[src/rtl/draw_pkg.sv]
// draw_pkg: shared writer-side definitions for the draw path.
package draw_pkg;
    typedef enum logic [1:0] {IDLE, COLLECT, WRITE} state_t;
    localparam int PIX_PER_WORD = 4;
    localparam int PIX_BITS = 4;
    // The leftmost pixel of a word lives in the high nibble.
    function automatic logic [PIX_PER_WORD-1:0] nibble_bit(input logic [1:0] n);
        return 4'b1000 >> n;
    endfunction
endpackage

[src/rtl/draw_span_writer.sv]
// draw_span_writer: packs a clipped 4bpp pixel stream into masked 16-bit VRAM word writes.
module draw_span_writer
    import draw_pkg::*;
#(
    parameter int CORDW = 16,
    parameter int ADDRW = 16
) (
    input  logic                    clk,
    input  logic                    reset_i,
    input  logic                    start_i,
    input  logic [ADDRW-1:0]        base_addr_i,
    input  logic signed [CORDW-1:0] width_i,
    input  logic [PIX_BITS-1:0]     color_i,
    input  logic signed [CORDW-1:0] x_i,
    input  logic                    drawing_i,
    input  logic                    done_i,
    output logic                    oe_o,
    output logic                    vram_wr_o,
    output logic [ADDRW-1:0]        vram_addr_o,
    output logic [15:0]             vram_data_o,
    output logic [3:0]              vram_mask_o,
    input  logic                    vram_ack_i,
    output logic                    busy_o,
    output logic                    done_o
);
    state_t state_q, state_d;
    logic [ADDRW-1:0] base_q, base_d, addr_q, addr_d;
    logic signed [CORDW-1:0] width_q, width_d, cur_q, cur_d, word, cur_n;
    logic [15:0] data_q, data_d;
    logic [3:0] acc_q, acc_d, mask_q, mask_d, acc_n;
    logic wr_q, wr_d, last_q, last_d, end_q, end_d, busy_q, busy_d, done_q, done_d, oe_q, oe_d;
    logic hit, flush, fin;

    assign word  = x_i >>> 2;
    assign hit   = drawing_i && !x_i[CORDW-1] && (x_i < width_q);
    assign flush = hit && (acc_q != 4'b0) && (word != cur_q);
    assign acc_n = hit ? (acc_q | nibble_bit(x_i[1:0])) : acc_q;
    assign cur_n = hit ? word : cur_q;
    assign fin   = end_q || done_i;

    always_comb begin
        state_d = state_q;
        base_d  = base_q;
        width_d = width_q;
        data_d  = data_q;
        cur_d   = cur_q;
        acc_d   = acc_q;
        addr_d  = addr_q;
        mask_d  = mask_q;
        wr_d    = wr_q;
        last_d  = last_q;
        end_d   = end_q;
        busy_d  = busy_q;
        done_d  = 1'b0;
        case (state_q)
            IDLE: if (start_i) begin
                state_d = COLLECT;
                busy_d  = 1'b1;
                acc_d   = 4'b0;
                end_d   = 1'b0;
                base_d  = base_addr_i;
                width_d = width_i;
                data_d  = {PIX_PER_WORD{color_i}};
            end
            COLLECT: if (flush) begin
                // Word change: emit the finished word, the new pixel starts the next one.
                addr_d  = base_q + ADDRW'(cur_q);
                mask_d  = acc_q;
                acc_d   = nibble_bit(x_i[1:0]);
                cur_d   = word;
                wr_d    = 1'b1;
                last_d  = 1'b0;
                end_d   = fin;
                state_d = WRITE;
            end else begin
                acc_d = acc_n;
                cur_d = cur_n;
                if (fin && acc_n != 4'b0) begin
                    addr_d  = base_q + ADDRW'(cur_n);
                    mask_d  = acc_n;
                    acc_d   = 4'b0;
                    wr_d    = 1'b1;
                    last_d  = 1'b1;
                    end_d   = 1'b0;
                    state_d = WRITE;
                end else if (fin) begin
                    end_d   = 1'b0;
                    busy_d  = 1'b0;
                    done_d  = 1'b1;
                    state_d = IDLE;
                end
            end
            WRITE: begin
                end_d = end_q || done_i;
                if (vram_ack_i) begin
                    wr_d    = 1'b0;
                    busy_d  = !last_q;
                    done_d  = last_q;
                    state_d = last_q ? IDLE : COLLECT;
                end
            end
            default: state_d = IDLE;
        endcase
        oe_d = (state_d == COLLECT);
    end

    always_ff @(posedge clk or posedge reset_i) begin
        if (reset_i) begin
            state_q <= IDLE;
            base_q  <= '0;
            width_q <= '0;
            data_q  <= '0;
            cur_q   <= '0;
            acc_q   <= '0;
            addr_q  <= '0;
            mask_q  <= '0;
            wr_q    <= 1'b0;
            last_q  <= 1'b0;
            end_q   <= 1'b0;
            busy_q  <= 1'b0;
            done_q  <= 1'b0;
            oe_q    <= 1'b0;
        end else begin
            state_q <= state_d;
            base_q  <= base_d;
            width_q <= width_d;
            data_q  <= data_d;
            cur_q   <= cur_d;
            acc_q   <= acc_d;
            addr_q  <= addr_d;
            mask_q  <= mask_d;
            wr_q    <= wr_d;
            last_q  <= last_d;
            end_q   <= end_d;
            busy_q  <= busy_d;
            done_q  <= done_d;
            oe_q    <= oe_d;
        end
    end

    assign oe_o        = oe_q;
    assign vram_wr_o   = wr_q;
    assign vram_addr_o = addr_q;
    assign vram_data_o = data_q;
    assign vram_mask_o = mask_q;
    assign busy_o      = busy_q;
    assign done_o      = done_q;
endmodule

[config.mk]
export PLATFORM = sky130hd
export DESIGN_NAME = draw_span_writer
export DESIGN_NICKNAME = d
export VERILOG_FILES = /design/src/rtl/draw_pkg.sv /design/src/rtl/draw_span_writer.sv
export SDC_FILE = /design/constraint.sdc
export NUM_CORES = 1
export LEC_CHECK = 0
export BUFFER_PORTS_ARGS = -buffer_cell sky130_fd_sc_hd__buf_2
export CAP_MARGIN = 0
export CORE_ASPECT_RATIO = 0.6
export CORE_MARGIN = 3
export CORE_UTILIZATION = 50
export CTS_CLUSTER_DIAMETER = 150
export DETAILED_ROUTE_END_ITERATION = 10
export GPL_ROUTABILITY_DRIVEN = 0
export PLACE_DENSITY = 0.76
export SLEW_MARGIN = 10
export SYNTH_ARGS = -nofsm -noshare
export SYNTH_HDL_FRONTEND = slang
export SYNTH_SLANG_ARGS = --single-unit
[constraint.sdc]
create_clock -name clk -period 4.51 [get_ports clk]
set_clock_uncertainty 0.1 [all_clocks]
set_input_delay 0.6765 -clock clk [delete_from_list [all_inputs] [get_ports clk]]
set_output_delay 0.6765 -clock clk [all_outputs]
set_load 0.01 [all_outputs]
==> results of run 1 <==
-- final timing paths --
kind / startpoint / endpoint / slack [ns] / depth (start not counted)
worst max-delay path: x_i[13] / vram_addr_o[14] / 0.07 / 19
worst min-delay path: vram_mask_o[3] / vram_mask_o[3] / 0.38 / 1
worst max register to register: width_q[13] / vram_addr_o[14] / 0.09 / 19
worst min register to register: vram_mask_o[3] / vram_mask_o[3] / 0.38 / 1
max in group asynchronous: reset_i / vram_data_o[13] / 2.98 / 3
min in group asynchronous: reset_i / base_q[4] / 0.40 / 2
-- logic make-up after synthesis --
family                     after synthesis  synth area share [%]
DFF                                     83                 42.72
buffers and inverters                   54                 5.378
muxes                                   85                 20.07
AOI/OAI and AO/OA                       71                 10.14
and+or+nand+nor                         76                 8.389
adders and majority gates               35                 9.161
xor gates and xnor gates                23                 4.143
-- power groups by stage --
stage	registers, uW	logic [uW]	clock network (uW)
after floorplan	1320	1750	0
after detailed placement	1330	2530	0
after global placement	1310	2440	0
after global routing	1370	2980	695
final	1320	2720	648
after CTS	1320	2600	662
-- timing repair --
action / 4_1_cts / 5_1_grt
endpoints found under the hold margin: 0 / 0
setup endpoints to repair: 3 / 5
resized for setup: 3 / 15
pin swaps: 2 / 15
buffers inserted: 0 / 3
-- stage by stage --
stage                     power [uW]  TNS (ns)  hold slack, ns
final                           4689         0          0.3818
after global routing            5038  -0.09471          0.4027
after CTS                       4575         0          0.3871
after detailed placement        3856    -2.090          0.3735
after global placement          3746    -1.072          0.3690
after floorplan                 3070  -0.03725          0.3712
-- worst register-to-register path, stage by stage (launching register included) --
cell	delay, ns
dfrtp_1	0.39
inv_2	0.08
ha_4	0.20
a21oi_2	0.11
nor2b_1	0.06
o31ai_2	0.32
o311ai_2	0.21
nor3b_2	0.24
buf_4	0.18
mux2_4	0.32
ha_4	0.17
fa_2	0.37
a21oi_4	0.18
o21ai_4	0.10
o41ai_4	0.35
o21ai_2	0.12
o31a_1	0.29
mux2i_1	0.15
o221ai_1	0.12
mux2_4	0.26
-- cell type report --
class | count | area share [%]
timing repair buffer | 143 | 13.63
multi-input combinational | 290 | 43.71
tap | 130 | 2.649
clock buffer | 13 | 4.076
inverter | 34 | 2.099
sequential | 83 | 33.83
-- cells in the mapped netlist, types with 2 or more instances --
| library cell | count | area, um2 |
|---|---|---|
| a31oi_1 | 6 | 37.54 |
| mux2_1 | 13 | 146.4 |
| a21oi_1 | 22 | 110.1 |
| ha_1 | 34 | 425.4 |
| nor2_1 | 13 | 48.80 |
| nand2_1 | 19 | 71.32 |
| mux2_4 | 7 | 105.1 |
| xor2_1 | 10 | 87.58 |
| mux2i_1 | 6 | 60.06 |
| xnor2_1 | 13 | 113.9 |
| a211oi_1 | 5 | 37.54 |
| clkbuf_1 | 4 | 15.01 |
| nor4_2 | 2 | 25.02 |
| nor2b_1 | 11 | 68.82 |
| o211ai_1 | 2 | 15.01 |
| inv_1 | 34 | 127.6 |
| nand3_1 | 3 | 15.01 |
| o21ai_1 | 4 | 20.02 |
| dfrtp_1 | 83 | 2077 |
| o31ai_1 | 2 | 15.01 |
| nand4_1 | 4 | 25.02 |
| o21ai_0 | 8 | 40.04 |
| nor3_1 | 9 | 45.04 |
| mux2_2 | 59 | 664.4 |
| and3_1 | 3 | 18.77 |
| buf_4 | 13 | 97.59 |
| a21o_1 | 3 | 22.52 |
| o32ai_1 | 4 | 35.03 |
| nand2b_1 | 5 | 31.28 |
| buf_2 | 2 | 10.01 |
-- routing by layer --
metal / vias to the layer above / wire length [um] / track usage [%] / share of wire (%)
met3: 14 / 689 / 5.690 / 6.1
met2: 118 / 5008 / 33.86 / 44
met4: 0 / 108 / 5.544 / 0.96
met1: 1812 / 5502 / 28.42 / 49
li1: 1785 / - / - / -
met5: - / 0 / 0 / 0
==> results.toml, run 1 <==
[outcome]
outcome = "finished, final reports clean"

[clock_network]
hold_buffers = 0
clkTransAtPathRegs_ns = 0.06
insertion_delay_ns = 0.34
cts-root-buf = "clkbuf_16"
cts.path.max_buffers = 2
cts.sink_count = 83
cts_made_buffers = 9
cts_tree = "yes"
h-tree-depth = 3

[critical_path]
critPathKind = "in2reg"
critical_path_required_ns = 4.63
worstPathMaxFanout = 4
cpPeakStageDelay_ns = 0.37
crit_arrival_ns = 4.56
endpoint_kind = "register"
crit_family = "compound AO/OA/AOI/OAI gates"
critPathLaunchType = "input pin"
crit_chain = "buf_6 -> ha_4 -> a21oi_2 -> nor2b_1 -> o31ai_2 -> o311ai_2 -> nor3b_2 -> buf_4 -> mux2_4 -> ha_4 -> fa_2 -> a21oi_4 -> o21ai_4 -> o41ai_4 -> o21ai_2 -> o31a_1 -> mux2i_1 -> o221ai_1 -> mux2_4"
path_buf_inv = 2
worst_path_max_delay_cell = "fa_2"

[place]
hpwl_um = 8763
dp_slack_ns = -0.5006
placed_cell_area_um2 = 5773
io_buffers = 97
dp.cells = 677

[sta]
slew_headroom_pct = 40.27
worst_slew_pin_slew_ns = 0.8950
min_period_over_period_pct = 98.54
finalCriticalPeriod_ns = 4.444
final_hold_viol_count = 0
rsz0062_at_grt = "true"
slew_viol_final = 0
max_freq_mhz = 225.0
setup_violations = 0
worst_slack_ns = 0.06597

[floorplan]
start_util_pct = 52.15
num_rows = 27
dieWidth_um = 133.3
io-pin-count = 98
die_y_um = 82.39
coreArea_um2 = 9324
die_area_um2 = 10980

[finish]
multi_input_area_um2 = 2684
register_area_um2 = 2077
drive_gt1_share_pct = 43.87
instances_no_fill = 693
antenna_cells = 0
final_common_cell = "buf_2"
area_growth_syn_to_layout_pct = 26.27
layout_common_cells = "buf_2, dfrtp_1, mux2_2"
fillers = 757
final_area_um2 = 6140
final_nets = 654
fin_util_pct = 65.85

[routing]
drc = 0
drt_iter0_markers = 183
dr.pass1.iters = 4
wl_um = 11310
post_drt_wl_per_cell_um = 16.32
vias = 3729
avgViaCountPerCell = 5.381
drtAntennaViolNets = 0

[logic_synthesis]
ys_warn_count = 0
netlist_area_um2 = 4862
synth.yosys.seq_area_share_pct = 42.72
syn_area_per_cell_um2 = 11.39
synth-seq-cells = 83
syn_inst = 427
synth_nets = 520
async_flop_share_pct = 100.0
synth_cell_types = 54
synth_edf_count = 0
synthFlopType = "dfrtp_1"

[pwr]
swShare_pct = 38.76
combPwrFrac_pct = 58.0
power.density_nw_per_um2 = 763.8
intPower_uw = 2872
ir_worst_vdd_v = 0.0003850
p_switching_uw = 1817
p_clk_share_pct = 13.8
leakagePower_uw = 0.002920
seqPwrFrac_pct = 28.2

[global_route]
grt.total_usage_pct = 20.99
grt_antenna_before_repair = 0
grt_pass1_vias = 3677
grt_max_degree = 54
grt_pass1_wl_um = 18130
overflow = 0

[worst_hold_path]
hold_class = "reg2reg"

[job]
max_cap_violations = 0
(Power assumes the default switching activity.)
==> inputs of run 2 (changes only) <==
- CORE_ASPECT_RATIO: 0.6 -> unset
- CORE_UTILIZATION: 50 -> 52
- CTS_BUF_LIST: unset -> sky130_fd_sc_hd__clkbuf_8
- PLACE_DENSITY: 0.76 -> 0.78
- SKIP_CTS_REPAIR_TIMING: unset -> 1
==> results.toml, run 2 (synthesis gave the netlist of run 1 again) <==
[finish]
final_common_cell = "buf_2"
layout_common_cells = "buf_2, dfrtp_1, mux2_2"
final_area_um2 = 5973
area_growth_syn_to_layout_pct = 22.85
drive_gt1_share_pct = 43.39
fin_util_pct = 67.18
antenna_cells = 0
final_nets = 649
instances_no_fill = 668

[place]
placed_cell_area_um2 = 5718
dp_slack_ns = -0.3022
dp.cells = 651
io_buffers = 97
hpwl_um = 7926

[sta]
max_freq_mhz = 231.3
slew_viol_final = 0
final_hold_viol_count = 0
worst_slack_ns = 0.1866
slew_headroom_pct = 38.34
setup_violations = 0
min_period_over_period_pct = 95.86
worst_slew_pin_slew_ns = 0.9216
finalCriticalPeriod_ns = 4.323

[routing]
dr_wl_met2_um = 5204
drc = 0
top_layer = "met4"
vias = 3641
post_drt_wl_per_cell_um = 15.94
drt_iter0_markers = 153
wl_um = 10650
dr.pass1.iters = 4
wl_met1_um = 4794
avgViaCountPerCell = 5.451
drtAntennaViolNets = 0
wl_met3_um = 529

[floorplan]
coreArea_um2 = 8891
start_util_pct = 54.69
die_area_um2 = 10550
io-pin-count = 98
num_rows = 34
die_y_um = 102.7
dieWidth_um = 102.7

[clock_network]
cts_tree = "yes"
insertion_delay_ns = 0.35
cts-root-buf = "clkbuf_8"
cts.path.max_buffers = 2
h-tree-depth = 3
cts.sink_count = 83
clkTransAtPathRegs_ns = 0.08
cts_made_buffers = 9

[global_route]
overflow = 0
grt_pass1_vias = 3754
grt_max_degree = 50
grt_pass1_wl_um = 17490
grt_antenna_before_repair = 0
grt.total_usage_pct = 21.07

[pwr]
ir_worst_vdd_v = 0.0004177
leakagePower_uw = 0.002875
power.density_nw_per_um2 = 747.0

[critical_path]
endpoint_kind = "register"
crit_family = "compound AO/OA/AOI/OAI gates"
critPathLaunchType = "input pin"
r2r_setup_slack_ns = 0.19
critical_path_required_ns = 4.65
worstPathMaxFanout = 4
crit_arrival_ns = 4.46
cpPeakStageDelay_ns = 0.36
crit_chain = "buf_2 -> ha_4 -> a211oi_1 -> o21ai_1 -> a21oi_2 -> o311ai_2 -> nor3b_2 -> buf_4 -> mux2_2 -> ha_1 -> nor2_1 -> o31ai_1 -> o211ai_1 -> a211oi_2 -> nor2_1 -> a211o_1 -> xnor2_1 -> mux2_4"
crit_top_cell = "nor2_1"
critPathKind = "in2reg"
path_buf_inv = 2
worst_path_max_delay_cell = "ha_1"

[job]
max_cap_violations = 0

[outcome]
outcome = "finished, final reports clean"

[worst_hold_path]
hold_class = "in2async"
## run 2: cell types whose count changed in the layout (fill, tap and decap cells not counted), sizes merged
cell / previous run / this run
buf: 143 / 138
clkinvlp: 0 / 1
bufinv: 0 / 2
clkinv: 1 / 3
clkbuf: 13 / 10
## run 2: path summary, 6_finish.rpt
kind                                startpoint              end  cells after the start
max in group asynchronous              reset_i   vram_addr_o[3]                      3
worst max register to register      width_q[2]  vram_addr_o[15]                     18
min in group clk                vram_addr_o[6]   vram_addr_o[6]                      1
worst max-delay path                    x_i[2]  vram_addr_o[15]                     18
worst min-delay path                   reset_i   vram_addr_o[4]                      2
worst min register to register  vram_addr_o[6]   vram_addr_o[6]                      1
## run 2: through the flow
step           total power (uW)  setup TNS (ns)  hold WS, ns
6_report                   4462               0       0.3593
5_1_grt                    4833        -0.02676       0.4057
4_1_cts                    4411       -0.006414       0.3940
3_5_place_dp               3799         -0.9233       0.3745
3_3_place_gp               3716         -0.4732       0.3705
2_1_floorplan              3070        -0.03725       0.3712
## run 2: cell type report
cell class	count	area, um2
multi-input cells	290	2624
fillers	688	2918
clock buffers	10	137.6
well taps	108	135.1
inverters	34	128.9
clock inverters	5	77.57
flip-flops and latches	83	2077
repair buffers	138	793.3
## run 2: power by group
part | leakage [uW] | internal (uW) | switching (uW)
Clock | 0.000108 | 322 | 272
Sequential | 0.00101 | 1080 | 218
Combinational | 0.00176 | 1330 | 1240
Total | 0.00288 | 2740 | 1730
## run 2: routing by layer
metal	up-vias	track usage [%]
met1	1756	27.54
met4	0	5.651
met3	11	4.668
met2	101	35.40
li1	1773	-
met5	-	0
